[src/rtl/huff_sched_pkg.sv]
// Shared types and constants for the Huffman buffer scheduler.
// Latency: none (declarations only).
// Backpressure: none (declarations only).
package huff_sched_pkg;

    localparam int DEFAULT_NUM_BUFS = 4;
    localparam int DEFAULT_PTR_W    = $clog2(DEFAULT_NUM_BUFS);

    typedef enum logic [1:0] {
        ST_IDLE      = 2'd0,
        ST_START     = 2'd1,
        ST_WAIT_BUSY = 2'd2,
        ST_WAIT_DONE = 2'd3
    } sched_state_t;

endpackage

[src/rtl/huff_sched_ring.sv]
// Ring of coefficient buffers: write/read pointers plus full-buffer count.
// Latency: pointer and count updates are visible one cycle after push/pop.
// Backpressure: push is refused when all buffers are full (ready_o low, reject_o pulses).
module huff_sched_ring
    import huff_sched_pkg::*;
#(
    parameter int NUM_BUFS = DEFAULT_NUM_BUFS,
    parameter int PTR_W    = $clog2(NUM_BUFS)
) (
    input  logic             clock,
    input  logic             reset,
    input  logic             push_i,
    input  logic             pop_i,
    output logic [PTR_W-1:0] wp_o,
    output logic [PTR_W-1:0] rp_o,
    output logic [PTR_W:0]   count_o,
    output logic             ready_o,
    output logic             reject_o
);

    localparam int CNT_W = PTR_W + 1;

    logic [PTR_W-1:0] wp_q, wp_d;
    logic [PTR_W-1:0] rp_q, rp_d;
    logic [CNT_W-1:0] count_q, count_d;
    logic             push_acc;

    assign ready_o  = (count_q < CNT_W'(NUM_BUFS));
    assign push_acc = push_i & ready_o;
    assign reject_o = push_i & ~ready_o;
    assign wp_o     = wp_q;
    assign rp_o     = rp_q;
    assign count_o  = count_q;

    // Next pointers wrap naturally since NUM_BUFS is a power of two; push and pop together leave count alone.
    always_comb begin
        wp_d    = push_acc ? (wp_q + PTR_W'(1)) : wp_q;
        rp_d    = pop_i ? (rp_q + PTR_W'(1)) : rp_q;
        count_d = count_q;
        case ({push_acc, pop_i})
            2'b10:   count_d = count_q + CNT_W'(1);
            2'b01:   count_d = count_q - CNT_W'(1);
            default: count_d = count_q;
        endcase
    end

    // Pointer and count registers.
    always_ff @(posedge clock or posedge reset) begin
        if (reset) begin
            wp_q    <= '0;
            rp_q    <= '0;
            count_q <= '0;
        end else begin
            wp_q    <= wp_d;
            rp_q    <= rp_d;
            count_q <= count_d;
        end
    end

endmodule

[src/rtl/huffman_buffer_scheduler.sv]
// Hands filled coefficient buffers to the Huffman encoder in ring order, one job at a time.
// Latency: fill_done into an empty idle scheduler gives huff_start two cycles later; one idle cycle between jobs.
// Backpressure: fill_ready drops when every buffer is full; a fill_done then is dropped and flags error.
// Option: define HUFF_SCHED_OVERFLOW_COUNT_EN to add an 8-bit saturating count of rejected fills.
module huffman_buffer_scheduler
    import huff_sched_pkg::*;
#(
    parameter int NUM_BUFS      = DEFAULT_NUM_BUFS,
    parameter int START_TIMEOUT = 8
) (
    input  logic                        clock,
    input  logic                        reset,
    input  logic                        fill_done,
    output logic [$clog2(NUM_BUFS)-1:0] fill_buf,
    output logic                        fill_ready,
    output logic                        huff_start,
    output logic [$clog2(NUM_BUFS)-1:0] huff_buf,
    input  logic                        huff_busy,
    output logic [$clog2(NUM_BUFS):0]   occupancy,
    output logic                        idle,
    output logic                        error
`ifdef HUFF_SCHED_OVERFLOW_COUNT_EN
    ,
    output logic [7:0]                  overflow_count
`endif
);

    localparam int PTR_W = $clog2(NUM_BUFS);
    localparam int TMR_W = (START_TIMEOUT > 1) ? $clog2(START_TIMEOUT) : 1;
    localparam logic [TMR_W-1:0] TMR_LAST = TMR_W'(START_TIMEOUT - 1);

    sched_state_t     state_q, state_d;
    logic [TMR_W-1:0] timer_q, timer_d;
    logic             error_q, error_d;
    logic             release_buf;
    logic             timeout;
    logic             reject;
    logic [PTR_W:0]   count;

    huff_sched_ring #(
        .NUM_BUFS (NUM_BUFS),
        .PTR_W    (PTR_W)
    ) u_ring (
        .clock    (clock),
        .reset    (reset),
        .push_i   (fill_done),
        .pop_i    (release_buf),
        .wp_o     (fill_buf),
        .rp_o     (huff_buf),
        .count_o  (count),
        .ready_o  (fill_ready),
        .reject_o (reject)
    );

    assign occupancy  = count;
    assign huff_start = (state_q == ST_START);
    assign idle       = (state_q == ST_IDLE) && (count == '0);
    assign error      = error_q;

    // Job sequencing: start pulse, wait for the encoder to go busy (bounded), then wait for it to finish.
    always_comb begin
        state_d     = state_q;
        timer_d     = timer_q;
        release_buf = 1'b0;
        timeout     = 1'b0;
        case (state_q)
            ST_IDLE: begin
                if (count != '0) state_d = ST_START;
            end
            ST_START: begin
                timer_d = '0;
                state_d = ST_WAIT_BUSY;
            end
            ST_WAIT_BUSY: begin
                if (huff_busy) begin
                    state_d = ST_WAIT_DONE;
                end else if (timer_q == TMR_LAST) begin
                    // Encoder never acknowledged: drop the buffer so the ring keeps moving.
                    timeout     = 1'b1;
                    release_buf = 1'b1;
                    state_d     = ST_IDLE;
                end else begin
                    timer_d = timer_q + TMR_W'(1);
                end
            end
            ST_WAIT_DONE: begin
                if (!huff_busy) begin
                    release_buf = 1'b1;
                    state_d     = ST_IDLE;
                end
            end
            default: state_d = ST_IDLE;
        endcase
        error_d = error_q | reject | timeout;
    end

    // FSM, timeout timer and sticky error registers.
    always_ff @(posedge clock or posedge reset) begin
        if (reset) begin
            state_q <= ST_IDLE;
            timer_q <= '0;
            error_q <= 1'b0;
        end else begin
            state_q <= state_d;
            timer_q <= timer_d;
            error_q <= error_d;
        end
    end

`ifdef HUFF_SCHED_OVERFLOW_COUNT_EN
    logic [7:0] ovf_cnt_q, ovf_cnt_d;

    assign overflow_count = ovf_cnt_q;

    // Saturating count of rejected fills.
    always_comb begin
        ovf_cnt_d = ovf_cnt_q;
        if (reject && (ovf_cnt_q != 8'hFF)) ovf_cnt_d = ovf_cnt_q + 8'd1;
    end

    // Rejected-fill counter register.
    always_ff @(posedge clock or posedge reset) begin
        if (reset) ovf_cnt_q <= '0;
        else       ovf_cnt_q <= ovf_cnt_d;
    end
`else
    // Without the counter, a rejected fill is visible only through the sticky error flag.
`endif

endmodule

[config.mk]
export PLATFORM = sky130hd
export DESIGN_NAME = huffman_buffer_scheduler
export DESIGN_NICKNAME = d
export VERILOG_FILES = /design/src/rtl/huff_sched_pkg.sv /design/src/rtl/huff_sched_ring.sv /design/src/rtl/huffman_buffer_scheduler.sv
export SDC_FILE = /design/constraint.sdc
export NUM_CORES = 1
export LEC_CHECK = 0
export CAP_MARGIN = 20
export CORE_AREA = 2 2 43 45
export CTS_CLUSTER_SIZE = 25
export DETAILED_ROUTE_END_ITERATION = 8
export DIE_AREA = 0 0 45 47
export PLACE_DENSITY = 0.69
export SLEW_MARGIN = 20
export SYNTH_ARGS = -nofsm -noshare
export SYNTH_HDL_FRONTEND = slang
export SYNTH_HIERARCHICAL = 1
export SYNTH_SLANG_ARGS = --single-unit
[constraint.sdc]
create_clock -name clock -period 3.4 [get_ports clock]
set_clock_uncertainty 0.2 [all_clocks]
set_input_delay 0.68 -clock clock [delete_from_list [all_inputs] [get_ports clock]]
set_output_delay 0.68 -clock clock [all_outputs]
set_load 0.1 [all_outputs]
==> impl_metrics.csv, run 1 <==
group,metric,value,unit
outcome,status,"completed",
detailed_routing,vias,492,
layout,drive_gt1_frac,0.202,
placed_design,dp_cells,97,
critical_path,crit_required,2.52,ns
detailed_routing,drc_errors,0,
critical_path,crit-reg2reg-capture,"u_ring/count_o[2]$_DFFE_PP0P_",
layout,area_growth,22.8,%
worst_hold_path,min_path_cells,1,
critical_path,start_kind,"flip-flop",
layout,postLayoutCellArea,863,um2
sta,tightestPinTransition,0.299,ns
critical_path,r2r-start,"state_q[0]$_DFFE_PP0P_",
clock_tree,numCtsBuffers,3,
detailed_routing,ant_nets,0,
sta,period_share,0.801,
floorplan,core_area,1650,um2
clock_tree,ctsHoldBuffers,0,
grt,grt_overflow_total,0,
layout,final_common_cell,"dfrtp_1",
synth,syn_avg_cell_area,10.7,um2
floorplan,fp.dieW,45,um
detailed_routing,totalWireLength,1110,um
floorplan,io_pins,15,
synth,synth_seq_cells,13,
sta,tns,0,ns
clock_tree,clk-insertion-delay-late,0.28,ns
synth,syn-cell-area,703,um2
grt,track_usage,0.130,
sta,fmax,367,MHz
clock_tree,cts_sinks,13,
clock_tree,cts_tree,"built",
sta,setup_viol,0,
critical_path,crit_arrival,1.84,ns
job,maxCapViolCount,0,
detailed_routing,drtIter0Drc,1,
clock_tree,htree_num_levels,1,
critical_path,r2r_cells,10,
critical_path,crit_type,"reg -> out",
clock_tree,postCtsSetupRepairBufs,0,
synth,netlist_instances,66,
layout,layout_common_cells,"13 x dfrtp_1, 11 x buf_4, 10 x inv_1",
placed_design,gp_congestion,0.681,
clock_tree,clockBufferDepth,2,
layout,fin_cells,101,
floorplan,die_y,47,um
critical_path,r2r_setup_slack,1.01,ns
worst_hold_path,holdCritStartpoint,"u_ring/wp_o[1]$_DFFE_PP0P_",
clock_tree,cts_resized,0,
layout,post-route-util,0.523,
clock_tree,path_clk_slew,0.07,ns
detailed_routing,firstDrtPassIters,2,
layout,fin_nets,97,
synth,yosys_warnings,6,
placed_design,place_hpwl,933,um
sta,rsz0062_at_grt,"false",
grt,antenna_found_initial,0,
placed_design,port_buffers,14,
synth,synth_seq_area_share,0.463,
synth,synth.distinct_cells,21,
worst_hold_path,hold_end,"u_ring/wp_o[1]$_DFFE_PP0P_",
sta,min_period,2.72,ns
sta,hold_viol,0,
grt,grt_pass1_wl,1880,um
grt,grt_max_degree,8,
critical_path,setup.worst_path.end_class,"output port",
critical_path,crit_path_max_fanout,5,
worst_hold_path,hold_path_class,"reg -> reg",
grt,grt_pass1_vias,464,
floorplan,initial_core_util,0.426,
sta,maxSlewViolCount,0,
placed_design,place_area,837,um2
clock_tree,cts-root-buf,"clkbuf_4",
detailed_routing,wl_per_cell,11.0,um
synth,syn-num-nets,78,
layout,n_antenna_cell,0,
floorplan,die-area,2120,um2
detailed_routing,viasPerCell,4.87,
sta,slew_headroom,0.799,
floorplan,rows,15,
-- through the flow --
step	setup slack (ns)	hold slack, ns
floorplan	0.218	0.271
global placement	0.695	0.265
detailed placement	0.627	0.267
CTS	0.653	0.279
global route	0.585	0.306
finish	0.675	0.277
-- how the worst max path moves through the flow --
stage	start	end	slack, ns	cells after the start
after detailed placement	huff_busy	u_ring/count_o[2]$_DFFE_PP0P_	0.63	8
after floorplan	u_ring/count_o[2]$_DFFE_PP0P_	u_ring/count_o[2]$_DFFE_PP0P_	0.22	8
after global routing	state_q[1]$_DFFE_PP0P_	idle	0.59	5
after global placement	huff_busy	u_ring/count_o[2]$_DFFE_PP0P_	0.70	8
after CTS	state_q[1]$_DFFE_PP0P_	idle	0.65	5
final	state_q[1]$_DFFE_PP0P_	idle	0.68	5
-- cells by family (layout without fill, tap and decap cells) --
family | count (synthesis) | count (layout) | share of synthesized area
AND/OR/NAND/NOR | 16 | 16 | 0.117
flip-flops | 13 | 13 | 0.463
AO/OA/AOI/OAI | 11 | 11 | 0.110
buffers and inverters | 10 | 28 | 0.0534
adder cells (fa/ha/maj) | 8 | 8 | 0.153
XOR/XNOR | 7 | 7 | 0.0872
multiplexers | 1 | 1 | 0.0160
-- cell usage after synthesis (all sizes together) --
master	instances	area (um2)
or4b	1	13.8
nor2b	1	6.26
fa	1	20.0
o21ai	3	15.0
a21oi	2	10.0
a31oi	2	12.5
dfrtp	13	325
nor3	1	5.00
nor2	3	11.3
xor2	2	17.5
mux2	1	11.3
o22ai	1	6.26
nand3	1	5.00
a41oi	1	16.3
nand2	7	26.3
xnor2	5	43.8
a22o	2	17.5
and2	1	6.26
ha	7	87.6
inv	10	37.5
or3b	1	8.76
-- area by class of cell --
cell class | instances | area (um2)
Timing Repair Buffer | 14 | 113
Inverter | 10 | 37.5
Clock buffer | 4 | 26.3
Fill cell | 156 | 788
Tap cell | 17 | 21.3
Sequential cell | 13 | 325
Multi-Input combinational cell | 43 | 340
-- routing by layer --
metal  GRT usage  part of all wire  vias up
met2       0.191              0.43       11
met5           0                 0        -
met3      0.0731             0.071        2
met4      0.0529             0.013        0
li1            -                 -      254
met1       0.157              0.48      225
-- sequential cells by signal (all words and copies together) (netlist names) --
signal and flops:
error 1, state_q 2, timer_q 3, u_ring/count_o 3, u_ring/rp_o 2, u_ring/wp_o 2
-- critical path, stage by stage, from the launching register on --
cell and delay (ns):
dfrtp_1 0.44, inv_1 0.10, ha_1 0.17, or4b_4 0.50, inv_1 0.07, buf_4 0.28
Power of run 1 is left out: the tool's default activity adds up to more than one toggle a clock period on the data nets, which glitch-free logic cannot reach.
==> run 2: changes to the inputs <==
==> constraint.sdc (replaced) <==
create_clock -name clock -period 2.8 [get_ports clock]
set_clock_uncertainty 0.2 [all_clocks]
set_input_delay 0.56 -clock clock [delete_from_list [all_inputs] [get_ports clock]]
set_output_delay 0.56 -clock clock [all_outputs]
set_load 0.1 [all_outputs]
==> impl_metrics.csv, run 2 (synthesis gave the netlist of run 1 again) <==
group,metric,value,unit
outcome,status,"completed",
floorplan,rows,15,
sta,tightestPinTransition,0.314,ns
critical_path,critical_path.cell_chain,"inv_1, ha_1, or4b_4, clkinvlp_4, buf_12",
layout,n_antenna_cell,0,
sta,period_share,0.909,
placed_design,gp_congestion,0.723,
critical_path,crit_arrival,1.79,ns
floorplan,initial_core_util,0.426,
placed_design,port_buffers,14,
critical_path,crit_type,"reg -> out",
sta,fmax,393,MHz
grt,antenna_found_initial,0,
detailed_routing,drtIter0Drc,5,
detailed_routing,totalWireLength,1180,um
grt,track_usage,0.136,
job,maxCapViolCount,0,
layout,nFillCells,158,
clock_tree,clk-insertion-delay-late,0.27,ns
detailed_routing,viasPerCell,4.83,
clock_tree,cts-root-buf,"clkbuf_4",
floorplan,io_pins,15,
critical_path,cp_slowest_stage_delay,0.51,ns
layout,drive_gt1_frac,0.259,
detailed_routing,ant_nets,0,
sta,slew_headroom,0.789,
critical_path,crit_required,2.04,ns
detailed_routing,firstDrtPassIters,2,
sta,rsz0062_at_grt,"false",
sta,maxSlewViolCount,0,
floorplan,die-area,2120,um2
critical_path,start_kind,"flip-flop",
sta,tns,0,ns
critical_path,setup.worst_path.end_class,"output port",
clock_tree,ctsHoldBuffers,0,
layout,fin_nets,98,
sta,setup_viol,0,
layout,area_growth,27.4,%
layout,final_common_cell,"dfrtp_1",
placed_design,place_hpwl,953,um
worst_hold_path,min_path_cells,1,
grt,grt_max_degree,9,
critical_path,crit-reg2reg-capture,"u_ring/count_o[2]$_DFFE_PP0P_",
placed_design,dp_cells,98,
sta,min_period,2.55,ns
clock_tree,htree_num_levels,1,
floorplan,fp.dieW,45,um
clock_tree,cts_sinks,13,
grt,grt_pass1_vias,456,
layout,layout_common_cells,"12 x dfrtp_1, 11 x buf_4, 8 x inv_1",
sta,hold_viol,0,
grt,grt_overflow_total,0,
clock_tree,cts_resized,0,
layout,fin_cells,102,
worst_hold_path,hold_path_class,"reg -> reg",
grt,grt_pass1_wl,1930,um
clock_tree,postCtsSetupRepairBufs,0,
critical_path,r2r-start,"state_q[0]$_DFFE_PP0P_",
clock_tree,clockBufferDepth,2,
critical_path,r2r_setup_slack,0.37,ns
critical_path,crit_path_max_fanout,5,
floorplan,core_area,1650,um2
detailed_routing,vias,493,
worst_hold_path,holdCritStartpoint,"u_ring/wp_o[1]$_DFFE_PP0P_",
clock_tree,cts_tree,"built",
critical_path,crit_path_top_delay_cell,"or4b_4",
clock_tree,path_clk_slew,0.07,ns
detailed_routing,wl_per_cell,11.5,um
detailed_routing,drc_errors,0,
critical_path,r2r_cells,10,
floorplan,die_y,47,um
clock_tree,numCtsBuffers,3,
worst_hold_path,hold_end,"u_ring/wp_o[1]$_DFFE_PP0P_",
-- run 2: cell types whose count changed in the layout (fill, tap and decap cells not counted), sizes merged --
cell	change
clkinvlp	+2
inv	-2
buf	+1
clkbuf	-1
clkinv	+1
-- run 2: critical path: cells and delay by family, from the launching register on --
family	cells	cell delay [ns]
adders and majority gates	1	0.18
buffers and inverters	3	0.37
DFF	1	0.44
and+or+nand+nor	1	0.51
-- run 2: stage by stage --
step | utilization | hold slack, ns | instance area (um2) | setup slack (ns)
floorplan | - | 0.151 | 714 | 0.131
global placement | 0.526 | 0.262 | 868 | 0.273
detailed placement | 0.526 | 0.266 | 868 | 0.226
CTS | 0.542 | 0.281 | 896 | 0.236
global route | 0.542 | 0.303 | 896 | 0.132
finish | 0.542 | 0.273 | 896 | 0.254
-- run 2: worst max path at each step --
stage	from	to	cells past startpoint
after floorplan	u_ring/count_o[2]$_DFFE_PP0P_	u_ring/count_o[2]$_DFFE_PP0P_	8
after global placement	huff_busy	u_ring/count_o[2]$_DFFE_PP0P_	8
after detailed placement	huff_busy	u_ring/count_o[2]$_DFFE_PP0P_	8
after CTS	state_q[0]$_DFFE_PP0P_	idle	5
after global routing	state_q[0]$_DFFE_PP0P_	u_ring/count_o[2]$_DFFE_PP0P_	10
final	state_q[0]$_DFFE_PP0P_	idle	5
-- run 2: area by class of cell --
cell class | count | area, um2 | share of cell area
flip-flops and latches | 13 | 329 | 0.367
repair buffers | 15 | 133 | 0.148
clock inverters | 1 | 5.00 | 0.00559
well taps | 17 | 21.3 | 0.0237
multi-input cells | 43 | 340 | 0.380
inverters | 10 | 45.0 | 0.0503
clock buffers | 3 | 22.5 | 0.0251
-- run 2: per-layer routing --
layer / vias to the layer above / GRT usage / wire length [um]
li1: 259 / - / -
met2: 11 / 0.189 / 518
met5: - / 0 / 0
met1: 219 / 0.163 / 550
met3: 4 / 0.0731 / 88
met4: 0 / 0.0882 / 20
Power of run 2 is left out for the same reason.
==> run 3: changes to the inputs <==
--- a/config.mk
+++ b/config.mk
@@ -11,6 +11,7 @@
 export DETAILED_ROUTE_END_ITERATION = 8
 export DIE_AREA = 0 0 45 47
 export PLACE_DENSITY = 0.69
+export REMOVE_ABC_BUFFERS = 1
 export SLEW_MARGIN = 20
 export SYNTH_ARGS = -nofsm -noshare
 export SYNTH_HDL_FRONTEND = slang
==> impl_metrics.csv, run 3 (synthesis gave the netlist of run 1 again) <==
group,metric,value,unit
sta,maxSlewViolCount,0,
detailed_routing,drc_errors,0,
job,maxCapViolCount,0,
grt,grt_overflow_total,0,
grt,antenna_found_initial,0,
sta,period_share,0.917,
detailed_routing,firstDrtPassIters,4,
layout,post-route-util,0.535,
layout,final_common_cell,"dfrtp_1",
floorplan,io_pins,15,
sta,setup_viol,0,
floorplan,rows,15,
sta,tightestPinTransition,0.317,ns
clock_tree,clk-insertion-delay-late,0.28,ns
clock_tree,htree_num_levels,1,
sta,holdWs,0.276,ns
clock_tree,cts-root-buf,"clkbuf_4",
layout,area_growth,25.6,%
clock_tree,clockBufferDepth,2,
sta,setup_slack,0.232,ns
clock_tree,path_clk_slew,0.07,ns
placed_design,place_hpwl,952,um
critical_path,crit_arrival,1.81,ns
layout,drive_gt1_frac,0.212,
detailed_routing,viasPerCell,4.83,
worst_hold_path,hold_path_class,"reg -> reg",
detailed_routing,drtIter0Drc,3,
sta,fmax,389,MHz
floorplan,core_area,1650,um2
detailed_routing,ant_nets,0,
grt,grt_max_degree,8,
critical_path,crit_type,"reg -> out",
clock_tree,cts_tree,"built",
clock_tree,cts_resized,0,
sta,hold_viol,0,
grt,grt_pass1_vias,459,
critical_path,crit_required,2.04,ns
floorplan,die-area,2120,um2
placed_design,gp_congestion,0.661,
sta,min_period,2.57,ns
critical_path,start_kind,"flip-flop",
critical_path,crit_path_max_fanout,5,
grt,grt_pass1_wl,1970,um
detailed_routing,wl_per_cell,11.3,um
worst_hold_path,holdCritStartpoint,"u_ring/wp_o[1]$_DFFE_PP0P_",
floorplan,fp.dieW,45,um
grt,track_usage,0.137,
sta,slew_headroom,0.787,
layout,fin_nets,98,
detailed_routing,vias,493,
critical_path,r2r-start,"state_q[0]$_DFFE_PP0P_",
placed_design,place_ws,0.217,ns
sta,rsz0062_at_grt,"false",
critical_path,critPathLaunch,"state_q[1]$_DFFE_PP0P_",
clock_tree,numCtsBuffers,3,
layout,n_antenna_cell,0,
floorplan,die_y,47,um
floorplan,initial_core_util,0.426,
placed_design,port_buffers,14,
clock_tree,postCtsSetupRepairBufs,0,
detailed_routing,totalWireLength,1160,um
clock_tree,ctsHoldBuffers,0,
layout,layout_common_cells,"13 x dfrtp_1, 11 x buf_4, 10 x inv_1",
clock_tree,cts_sinks,13,
outcome,status,"completed",
critical_path,setup.worst_path.end_class,"output port",
-- run 3: worst paths after layout --
check	slack, ns	depth (start not counted)	end
max	0.23	5	idle
min	0.28	1	u_ring/wp_o[1]$_DFFE_PP0P_
max reg2reg	0.36	10	u_ring/count_o[2]$_DFFE_PP0P_
min reg2reg	0.28	1	u_ring/wp_o[1]$_DFFE_PP0P_
max in group asynchronous	1.86	2	u_ring/wp_o[1]$_DFFE_PP0P_
min in group asynchronous	0.31	2	error$_DFF_PP0_
-- run 3: area by class of cell --
cell class                 instances  area (um2)
fill                             142         768
multi-input combinational         43         340
sequential                        13         325
timing repair buffer              15         133
inverter                          10        37.5
clock buffer                       4        26.3
tap                               17        21.3
-- run 3: routing by layer --
layer  up-vias  part of all wire  track usage
met1       225              0.46        0.176
met5         -                 0            0
li1        255                 -            -
met3         2             0.067       0.0731
met2        11              0.46        0.194
met4         0             0.012       0.0529
-- run 3: metrics by stage --
stage	instances	TNS (ns)	cell area, um2
after global placement	98	0	857
final	102	0	883
after global routing	102	0	883
after detailed placement	98	0	857
after CTS	102	0	883
after floorplan	66	-0.584	703
-- run 3: critical path: stages, from the launching register on --
cell     delay (ns)
dfrtp_1        0.44
inv_1          0.11
ha_1           0.18
or4b_4         0.51
inv_1          0.12
buf_12         0.18
Power of run 3 is left out for the same reason.
